## src/rtl/kbd_ps2_if.sv

```systemverilog
// PS/2 pins plus decoded keyboard outputs, shared between the receiver and its user.
interface kbd_ps2_if;
   logic        ps2_clk;
   logic        ps2_data;
   logic [15:0] kbd_out;
   logic        scan_valid;
   logic [7:0]  scan_byte;
   logic        frame_err;

   modport master (
      output ps2_clk, ps2_data,
      input  kbd_out, scan_valid, scan_byte, frame_err
   );

   modport slave (
      input  ps2_clk, ps2_data,
      output kbd_out, scan_valid, scan_byte, frame_err
   );
endinterface

```

## src/rtl/kbd_ps2.sv

```systemverilog
// PS/2 scan-set-2 receiver: synchronise pins, deframe bytes, track E0/F0 prefixes,
// and hold the Hack code of the most recently pressed, still-held key.
module kbd_ps2 #(
   parameter int unsigned TIMEOUT = 5000
) (
   input  logic      clk,
   input  logic      reset,
   kbd_ps2_if.slave  bus
);
   localparam int unsigned TW = $clog2(TIMEOUT + 1);

   typedef enum logic [1:0] {IDLE, DATA, PARITY, STOP} state_t;

   state_t        state, state_n;
   logic [2:0]    cnt, cnt_n;
   logic [7:0]    shf, shf_n;
   logic          par, par_n;
   logic [TW-1:0] tmo, tmo_n;
   logic          valid_n, err_n, clr_n;
   logic          clr_q;
   logic          ck1, ck2, ck3, dt1, dt2;
   logic          fall_c, tmo_hit_c;
   logic          brk, ext;
   logic [15:0]   code_c;

   // Two-flop synchronisers plus a delayed copy of the clock for edge detection
   always_ff @(posedge clk or posedge reset) begin
      if (reset) begin
         ck1 <= 1'b1; ck2 <= 1'b1; ck3 <= 1'b1;
         dt1 <= 1'b1; dt2 <= 1'b1;
      end else begin
         ck1 <= bus.ps2_clk;  ck2 <= ck1; ck3 <= ck2;
         dt1 <= bus.ps2_data; dt2 <= dt1;
      end
   end

   assign fall_c    = ck3 & ~ck2;
   assign tmo_hit_c = (state != IDLE) && !fall_c && (tmo == TW'(TIMEOUT - 1));

   always_ff @(posedge clk or posedge reset) begin
      if (reset) begin
         state          <= IDLE;
         cnt            <= '0;
         shf            <= '0;
         par            <= 1'b0;
         tmo            <= '0;
         clr_q          <= 1'b0;
         bus.scan_valid <= 1'b0;
         bus.frame_err  <= 1'b0;
         bus.scan_byte  <= '0;
      end else begin
         state          <= state_n;
         cnt            <= cnt_n;
         shf            <= shf_n;
         par            <= par_n;
         tmo            <= tmo_n;
         clr_q          <= clr_n;
         bus.scan_valid <= valid_n;
         bus.frame_err  <= err_n;
         if (valid_n) bus.scan_byte <= shf;
      end
   end

   // Frame FSM; par accumulates the XOR of data and parity bits (must end at 1)
   always_comb begin
      state_n = state;
      cnt_n   = cnt;
      shf_n   = shf;
      par_n   = par;
      valid_n = 1'b0;
      err_n   = 1'b0;
      clr_n   = 1'b0;
      tmo_n   = (fall_c || state == IDLE) ? '0 : tmo + TW'(1);
      if (tmo_hit_c) begin
         state_n = IDLE;
         err_n   = 1'b1;
      end else if (fall_c) begin
         unique case (state)
            IDLE: if (!dt2) begin
               state_n = DATA;
               cnt_n   = '0;
               par_n   = 1'b0;
            end
            DATA: begin
               shf_n = {dt2, shf[7:1]};
               par_n = par ^ dt2;
               cnt_n = cnt + 3'd1;
               if (cnt == 3'd7) state_n = PARITY;
            end
            PARITY: begin
               par_n   = par ^ dt2;
               state_n = STOP;
            end
            STOP: begin
               state_n = IDLE;
               if (par && dt2) begin
                  valid_n = 1'b1;
               end else begin
                  err_n = 1'b1;
                  clr_n = 1'b1;
               end
            end
            default: state_n = IDLE;
         endcase
      end
   end

   // Scan-set-2 to Hack key code; 0 means unmapped
   always_comb begin
      code_c = '0;
      if (!ext) begin
         case (bus.scan_byte)
            8'h1C: code_c = 16'd65;  8'h32: code_c = 16'd66;  8'h21: code_c = 16'd67;
            8'h23: code_c = 16'd68;  8'h24: code_c = 16'd69;  8'h2B: code_c = 16'd70;
            8'h34: code_c = 16'd71;  8'h33: code_c = 16'd72;  8'h43: code_c = 16'd73;
            8'h3B: code_c = 16'd74;  8'h42: code_c = 16'd75;  8'h4B: code_c = 16'd76;
            8'h3A: code_c = 16'd77;  8'h31: code_c = 16'd78;  8'h44: code_c = 16'd79;
            8'h4D: code_c = 16'd80;  8'h15: code_c = 16'd81;  8'h2D: code_c = 16'd82;
            8'h1B: code_c = 16'd83;  8'h2C: code_c = 16'd84;  8'h3C: code_c = 16'd85;
            8'h2A: code_c = 16'd86;  8'h1D: code_c = 16'd87;  8'h22: code_c = 16'd88;
            8'h35: code_c = 16'd89;  8'h1A: code_c = 16'd90;
            8'h45: code_c = 16'd48;  8'h16: code_c = 16'd49;  8'h1E: code_c = 16'd50;
            8'h26: code_c = 16'd51;  8'h25: code_c = 16'd52;  8'h2E: code_c = 16'd53;
            8'h36: code_c = 16'd54;  8'h3D: code_c = 16'd55;  8'h3E: code_c = 16'd56;
            8'h46: code_c = 16'd57;
            8'h29: code_c = 16'd32;  8'h5A: code_c = 16'd128;
            8'h66: code_c = 16'd129; 8'h76: code_c = 16'd140;
            default: code_c = '0;
         endcase
      end else begin
         case (bus.scan_byte)
            8'h6B: code_c = 16'd130; 8'h75: code_c = 16'd131;
            8'h74: code_c = 16'd132; 8'h72: code_c = 16'd133;
            default: code_c = '0;
         endcase
      end
   end

   // Key tracker: last make wins, break clears only the currently held key
   always_ff @(posedge clk or posedge reset) begin
      if (reset) begin
         brk         <= 1'b0;
         ext         <= 1'b0;
         bus.kbd_out <= '0;
      end else if (clr_q) begin
         brk <= 1'b0;
         ext <= 1'b0;
      end else if (bus.scan_valid) begin
         if (bus.scan_byte == 8'hF0) begin
            brk <= 1'b1;
         end else if (bus.scan_byte == 8'hE0) begin
            ext <= 1'b1;
         end else begin
            brk <= 1'b0;
            ext <= 1'b0;
            if (code_c != '0) begin
               if (!brk)                      bus.kbd_out <= code_c;
               else if (code_c == bus.kbd_out) bus.kbd_out <= '0;
            end
         end
      end
   end
endmodule

```

## src/flat_wrapper.sv

```systemverilog
// flat-port wrapper written by rule: the top's interface ports become plain ports
module kbd_ps2_flat 
#(
   parameter int unsigned TIMEOUT = 5000
)
  (clk, reset, bus_ps2_clk, bus_ps2_data, bus_kbd_out, bus_scan_valid, bus_scan_byte, bus_frame_err);
  kbd_ps2_if bus_i ();
  input  logic clk;
  input  logic reset;
  input wire logic [$bits(bus_i.ps2_clk)-1:0] bus_ps2_clk;
  input wire logic [$bits(bus_i.ps2_data)-1:0] bus_ps2_data;
  output wire logic [$bits(bus_i.kbd_out)-1:0] bus_kbd_out;
  output wire logic [$bits(bus_i.scan_valid)-1:0] bus_scan_valid;
  output wire logic [$bits(bus_i.scan_byte)-1:0] bus_scan_byte;
  output wire logic [$bits(bus_i.frame_err)-1:0] bus_frame_err;
  assign bus_i.ps2_clk = bus_ps2_clk;
  assign bus_i.ps2_data = bus_ps2_data;
  assign bus_kbd_out = bus_i.kbd_out;
  assign bus_scan_valid = bus_i.scan_valid;
  assign bus_scan_byte = bus_i.scan_byte;
  assign bus_frame_err = bus_i.frame_err;
  kbd_ps2 #(.TIMEOUT(TIMEOUT)) u_core (.clk(clk), .reset(reset), .bus(bus_i));
endmodule
```

## config.mk

```make
export PLATFORM = sky130hd
export DESIGN_NAME = kbd_ps2_flat
export DESIGN_NICKNAME = d
export VERILOG_FILES = /design/src/rtl/kbd_ps2_if.sv /design/src/rtl/kbd_ps2.sv /design/src/flat_wrapper.sv
export SDC_FILE = /design/constraint.sdc
export NUM_CORES = 1
export LEC_CHECK = 0
export ABC_AREA = 0
export CAP_MARGIN = 20
export CORE_ASPECT_RATIO = 0.7
export CORE_MARGIN = 10
export CORE_UTILIZATION = 45
export CTS_CLUSTER_DIAMETER = 40
export CTS_CLUSTER_SIZE = 24
export DETAILED_ROUTE_END_ITERATION = 10
export PLACE_DENSITY = 0.74
export SYNTH_ARGS = -nofsm -noshare
export SYNTH_HDL_FRONTEND = slang
export SYNTH_SLANG_ARGS = --single-unit
```

## constraint.sdc

```tcl
create_clock -name clk -period 7.3 [get_ports clk]
set_clock_uncertainty 0.2 [all_clocks]
set_input_delay 1.46 -clock clk [delete_from_list [all_inputs] [get_ports clk]]
set_output_delay 1.46 -clock clk [all_outputs]
set_load 0.01 [all_outputs]
```

# --- Word level (Yosys, flattened, before mapping) ---
# Memories as Yosys holds them, arrays and structs flattened.
# Cells that the tools add are included.
classes:
  muxes: 32
  n_reduce_logical: 20
  add_sub_neg: 2
  bitwise_logic: 7
  eq_ne: 18
ops:
  columns: ["op", "count"]
  rows:
  - ["$mux 16", 4]
  - ["$eq 8x7->1 const B", 4]
  - ["$pmux 8 s4", 1]
  - ["$mux 1", 18]
  - ["$eq 16x16->1", 1]
  - ["$eq 8x8->1 const B", 2]
  - ["$reduce_bool 16->1", 1]
  - ["$add 13x1->13 const B", 1]
  - ["$eq 13x13->1 const B", 1]
  - ["$mux 13", 1]
  - ["$reduce_bool 2->1", 5]
  - ["$mux 2", 4]
  - ["$pmux 2 s4", 1]
  - ["$reduce_and 4->1", 2]
  - ["$ne 3x1->1 const B", 2]
  - ["$pmux 3 s2", 1]
  - ["$reduce_and 3->1", 2]
  - ["$reduce_and 6->1", 1]
  - ["$not 1->1", 5]
  - ["$eq 2x2->1 const B", 2]
  - ["$ne 2x2->1 const B", 2]
  - ["$reduce_and 2->1", 2]
  - ["$add 3x1->3 const B", 1]
  - ["$eq 3x3->1 const B", 1]
  - ["other kinds (12)", 14]
word_totals:
  output_inout_bits: 26
  reg_bits: 61
  mem_bits_ro: 1024
  memories: 1
mem_list:
  columns: ["memory", "depth", "word_bits", "read_ports", "rd_ports_with_merged_regs", "wr", "line_no", "text"]
  rows:
  - ["(no name shown)", 128, 8, 1, 0, 0, "kbd_ps2.sv:112", "case (bus.scan_byte)"]

# --- Longest topological paths before layout ---
logic_depth:
  depth_word: 7
  mapped_depth: 11

# --- Least setup slack after synthesis ---
# No wires, ideal clock.
synth_timing:
  path_type: "register to register"
  startpoint: "register u_core.bus.scan_byte[1]"
  endpoint: "register u_core.bus.kbd_out[0]"
  setup_ns: 0.133
  slack_ns: 4.233
  stages_incl_launch_ff: 12
  arrival_ns: 2.735
  required_ns: 6.967
  cell_sequence: "dfrtp_1 inv_1 ha_1 buf_8 nor2_1 or3_4 and4_1 a2111o_1 a2111oi_4 nand4_2 a211oi_4 o21ai_1"
synth_via:
  elab_chain_len: 6
  word_cells_on_any_way: 17
  cone_classes: "8 x eq/ne; 4 x mux; 2 x bitwise; 2 x reduce/logical; 1 x memory"
synth_lines:
  columns: ["item", "line_no", "text"]
  rows:
  - ["from (decl)", "kbd_ps2_if.sv:17", "output kbd_out, scan_valid, scan_byte, frame_err"]
  - ["from (signal assigned)", "kbd_ps2.sv:50", "bus.scan_byte <= '0;"]
  - ["from (signal assigned)", "kbd_ps2.sv:60", "if (valid_n) bus.scan_byte <= shf;"]
  - ["$mem_v2 128x8 / $eq 8x7->1 (equally long branches)", null, null]
  - ["$mux 16 / $pmux 8 s4 (equally long branches)", "kbd_ps2.sv:112, kbd_ps2.sv:131", null]
  - ["$mux 16", "kbd_ps2.sv:111", "if (!ext) begin"]
  - ["$eq 16x16->1", "kbd_ps2.sv:158", "else if (code_c == bus.kbd_out) bus.kbd_out <= '0;"]
  - ["$ne 2x2->1 (no line)", null, null]
  - ["$reduce_and 6->1 (no line)", null, null]
  - ["to (signal assigned)", "kbd_ps2.sv:157", "if (!brk) bus.kbd_out <= code_c;"]
  - ["to (decl)", "kbd_ps2_if.sv:17", null]
# Several ways; a longest one is shown, not always the timed one.
# A chain may end at the register's enable or synchronous reset.

# --- Worst setup path in the final report ---
layout_timing:
  startpoint: "register u_core.bus.scan_byte[2]"
  endpoint: "output port bus_scan_byte[2]"
layout_lines:
  columns: ["item", "line_no", "text"]
  rows:
  - ["to (decl)", "flat_wrapper.sv:14", "output wire logic [$bits(bus_i.scan_byte)-1:0] bus_scan_byte;"]
# No word-level cell between the ends.

==> results.ini <==
[logic_synthesis]
synth_warnings=0
synth_xor_area_frac=0.0280
synth_cell_types=83
synthAdderAreaFrac=0.0500
synth_top_family_by_area=simple AND/OR/NAND/NOR gates
synthSimpleGateAreaFrac=0.218
synth_mux_area_frac=0.0686
ys_dominant_reg_cell=dfrtp_1
syn_area_um2=3750
ys_seq_elements=53
synth.avg_cell_area_um2=9.43
synth_edf_count=0
async_flop_share=1.00
seq_area_frac_synth=0.355
synth_compound_area_frac=0.213
syn_inst=398

[clocking]
cts_hold_buf=0
root_buffer=clkbuf_16
post-cts-setup-buffers=0
clkTransAtPathRegs_ns=0.07
tritoncts=done
clock_path_buffers=2
clock-sinks=53
cts_inserted_buffers=5
clock_latency_ns=0.29
h-tree-depth=2
post_cts_resized=0

[timing]
rsz0062_at_grt=false
hold_viol_final=0
slew_headroom=0.352
setup_tns_ns=0
post-route-period-util=0.497
max_freq_ghz=0.276
setup_violations=0
worst_slack_ns=3.67
worst_slew_pin_slew_ns=0.973
period_needed_ns=3.63
finalMaxSlewViolations=0
holdWs_ns=0.159

[placement]
placed_cell_area_um2=3920
io_buffers=21
preCtsSetupSlack_ns=3.81
placed_cells=498
gp_congestion=0.944
dp_hpwl_um=6220

[floorplanning]
die_area_um2=12500
start_util=0.469
die_h_um=96.4
row_count=27
core_um2=8010
chipWidth_um=129
ios=30

[detailed_routing]
ant_nets=0
dr.pass1.iters=5
wl_per_cell_um=17.0
drc=0
drt-initial-drc-count=225
vias=3075
routed_via_density=6.07
routed_wl_um=8620

[grt]
grt_overflow=0
grt_usage=0.141
antenna_found_initial=0
grt_start_max_net_pins=54
grt_pass1_wl_um=14500
grt_pass1_vias=2904

[critical_path]
slowest_delay_ns=0.98
ff2ff_setup_slack_ns=3.77
path_class=register to output port
worst_ep_required_time_ns=5.64
cp.buffers_inverters=1
critPathLaunchType=register
regToRegStartpoint=u_core.bus.scan_byte[2]
worstPathCellList=clkdlybuf4s50_1
cp_slowest_cell=dfrtp_1
cp_data_arrival_time_ns=1.97
ff2ff_path_depth=8
r2r_end=u_core.bus.kbd_out[4]
end_kind=output port
cp_top_family=flip-flops
cp_max_fo=35

[power_and_ir_drop]
switching_power_mw=0.518
p_comb_frac=0.433
power.density_nw_per_um2=313
intPower_mw=0.765
power_frac_seq=0.377
peakVddDrop_v=0.000165
p_sw_frac=0.404
leakage_nw=1.71
clockPowerShare=0.190

[layout]
final_area_um2=4100
final_nets=424
drive_gt1_frac=0.133
seqCellArea_um2=1330
finalNonFillerCells=507
synthToLayoutAreaGrowth_pct=9.16
fillerInstances=756
diodes=0
mostFrequentLayoutCell=dfrtp_1
final_cell_mix=dfrtp_1, nor2_1, nand2_1
multiInputGateArea_um2=2200

[min_path]
hp-class=register to register
worstHoldEndpoint=u_core.ck2
min-delay-start=u_core.ck1
hold_depth=0

[outcome]
status=completed

[flow_run]
drv_cap=0

## worst max path at each step
| stage | slack [ns] | cells past startpoint | to | start |
|---|---|---|---|---|
| after floorplan | 4.23 | 11 | u_core.bus.kbd_out[0] | u_core.bus.scan_byte[1] |
| after global placement | 3.92 | 10 | u_core.bus.kbd_out[6] | u_core.bus.scan_byte[1] |
| after detailed placement | 3.81 | 10 | u_core.bus.kbd_out[4] | u_core.bus.scan_byte[1] |
| after CTS | 3.69 | 1 | bus_scan_byte[2] | u_core.bus.scan_byte[2] |
| after global routing | 3.59 | 1 | bus_scan_byte[3] | u_core.bus.scan_byte[3] |
| final | 3.67 | 1 | bus_scan_byte[2] | u_core.bus.scan_byte[2] |
## area by class of cell
cell class	count	share of cell area
clock inverters	2	0.00397
clock buffers	6	0.0339
well taps	101	0.0308
multi-input cells	308	0.536
repair buffers	22	0.0562
inverters	15	0.0137
flip-flops and latches	53	0.325
## cell usage after synthesis (5+ instances only)
master / number / area share
nand2_1: 28 / 0.028
a32o_1: 5 / 0.013
o21ai_1: 8 / 0.011
nor4_1: 5 / 0.0083
inv_1: 15 / 0.015
buf_2: 7 / 0.0093
xnor2_1: 7 / 0.016
dfstp_2: 5 / 0.035
nor2b_1: 6 / 0.010
o21ai_0: 17 / 0.023
a22o_1: 10 / 0.023
buf_4: 10 / 0.020
xor2_1: 5 / 0.012
nor3_1: 6 / 0.0080
dfrtp_1: 48 / 0.32
nor2_1: 32 / 0.032
a21oi_1: 17 / 0.023
or3_1: 5 / 0.0083
nand2b_1: 8 / 0.013
mux2_2: 17 / 0.051
ha_1: 15 / 0.050
nand3_1: 14 / 0.019
## metal layers
layer	vias to the layer above	track usage	wire [um]
li1	1468	-	-
met1	1485	0.192	3990
met2	115	0.222	3870
met3	7	0.0337	686
met4	0	0.0358	68
met5	-	0	0
## power by group through the flow
stage                     Clock [mW]  Combinational [mW]  Sequential [mW]
final                          0.244               0.556            0.483
after floorplan                    0               0.485            0.419
after global placement             0               0.540            0.480
after CTS                      0.252               0.554            0.480
after global routing           0.261               0.613            0.501
after detailed placement           0               0.550            0.486
## through the flow
stage / power, mW / utilization
2_1_floorplan: 0.904 / -
3_3_place_gp: 1.02 / 0.490
3_5_place_dp: 1.04 / 0.490
4_1_cts: 1.29 / 0.509
5_1_grt: 1.37 / 0.512
6_report: 1.28 / 0.512
## state kept, by name, summed over array words and instances (netlist names)
name,count
u_core.state,2
u_core.cnt,3
u_core.brk,1
u_core.ext,1
u_core.bus.kbd_out,8
u_core.dt2,1
u_core.clr_q,1
u_core.bus.frame_err,1
u_core.ck3,1
u_core.ck1,1
u_core.bus.scan_byte,8
u_core.shf,8
u_core.par,1
u_core.bus.scan_valid,1
u_core.dt1,1
u_core.ck2,1
u_core.tmo,13
## kinds of logic after synthesis
family | Yosys count
xor+xnor | 12
fa+ha+maj | 15
compound gates | 106
buf+inv | 44
other cells | 1
mux | 22
flops | 53
simple gates | 145
Power figures use the tool's default switching activity.
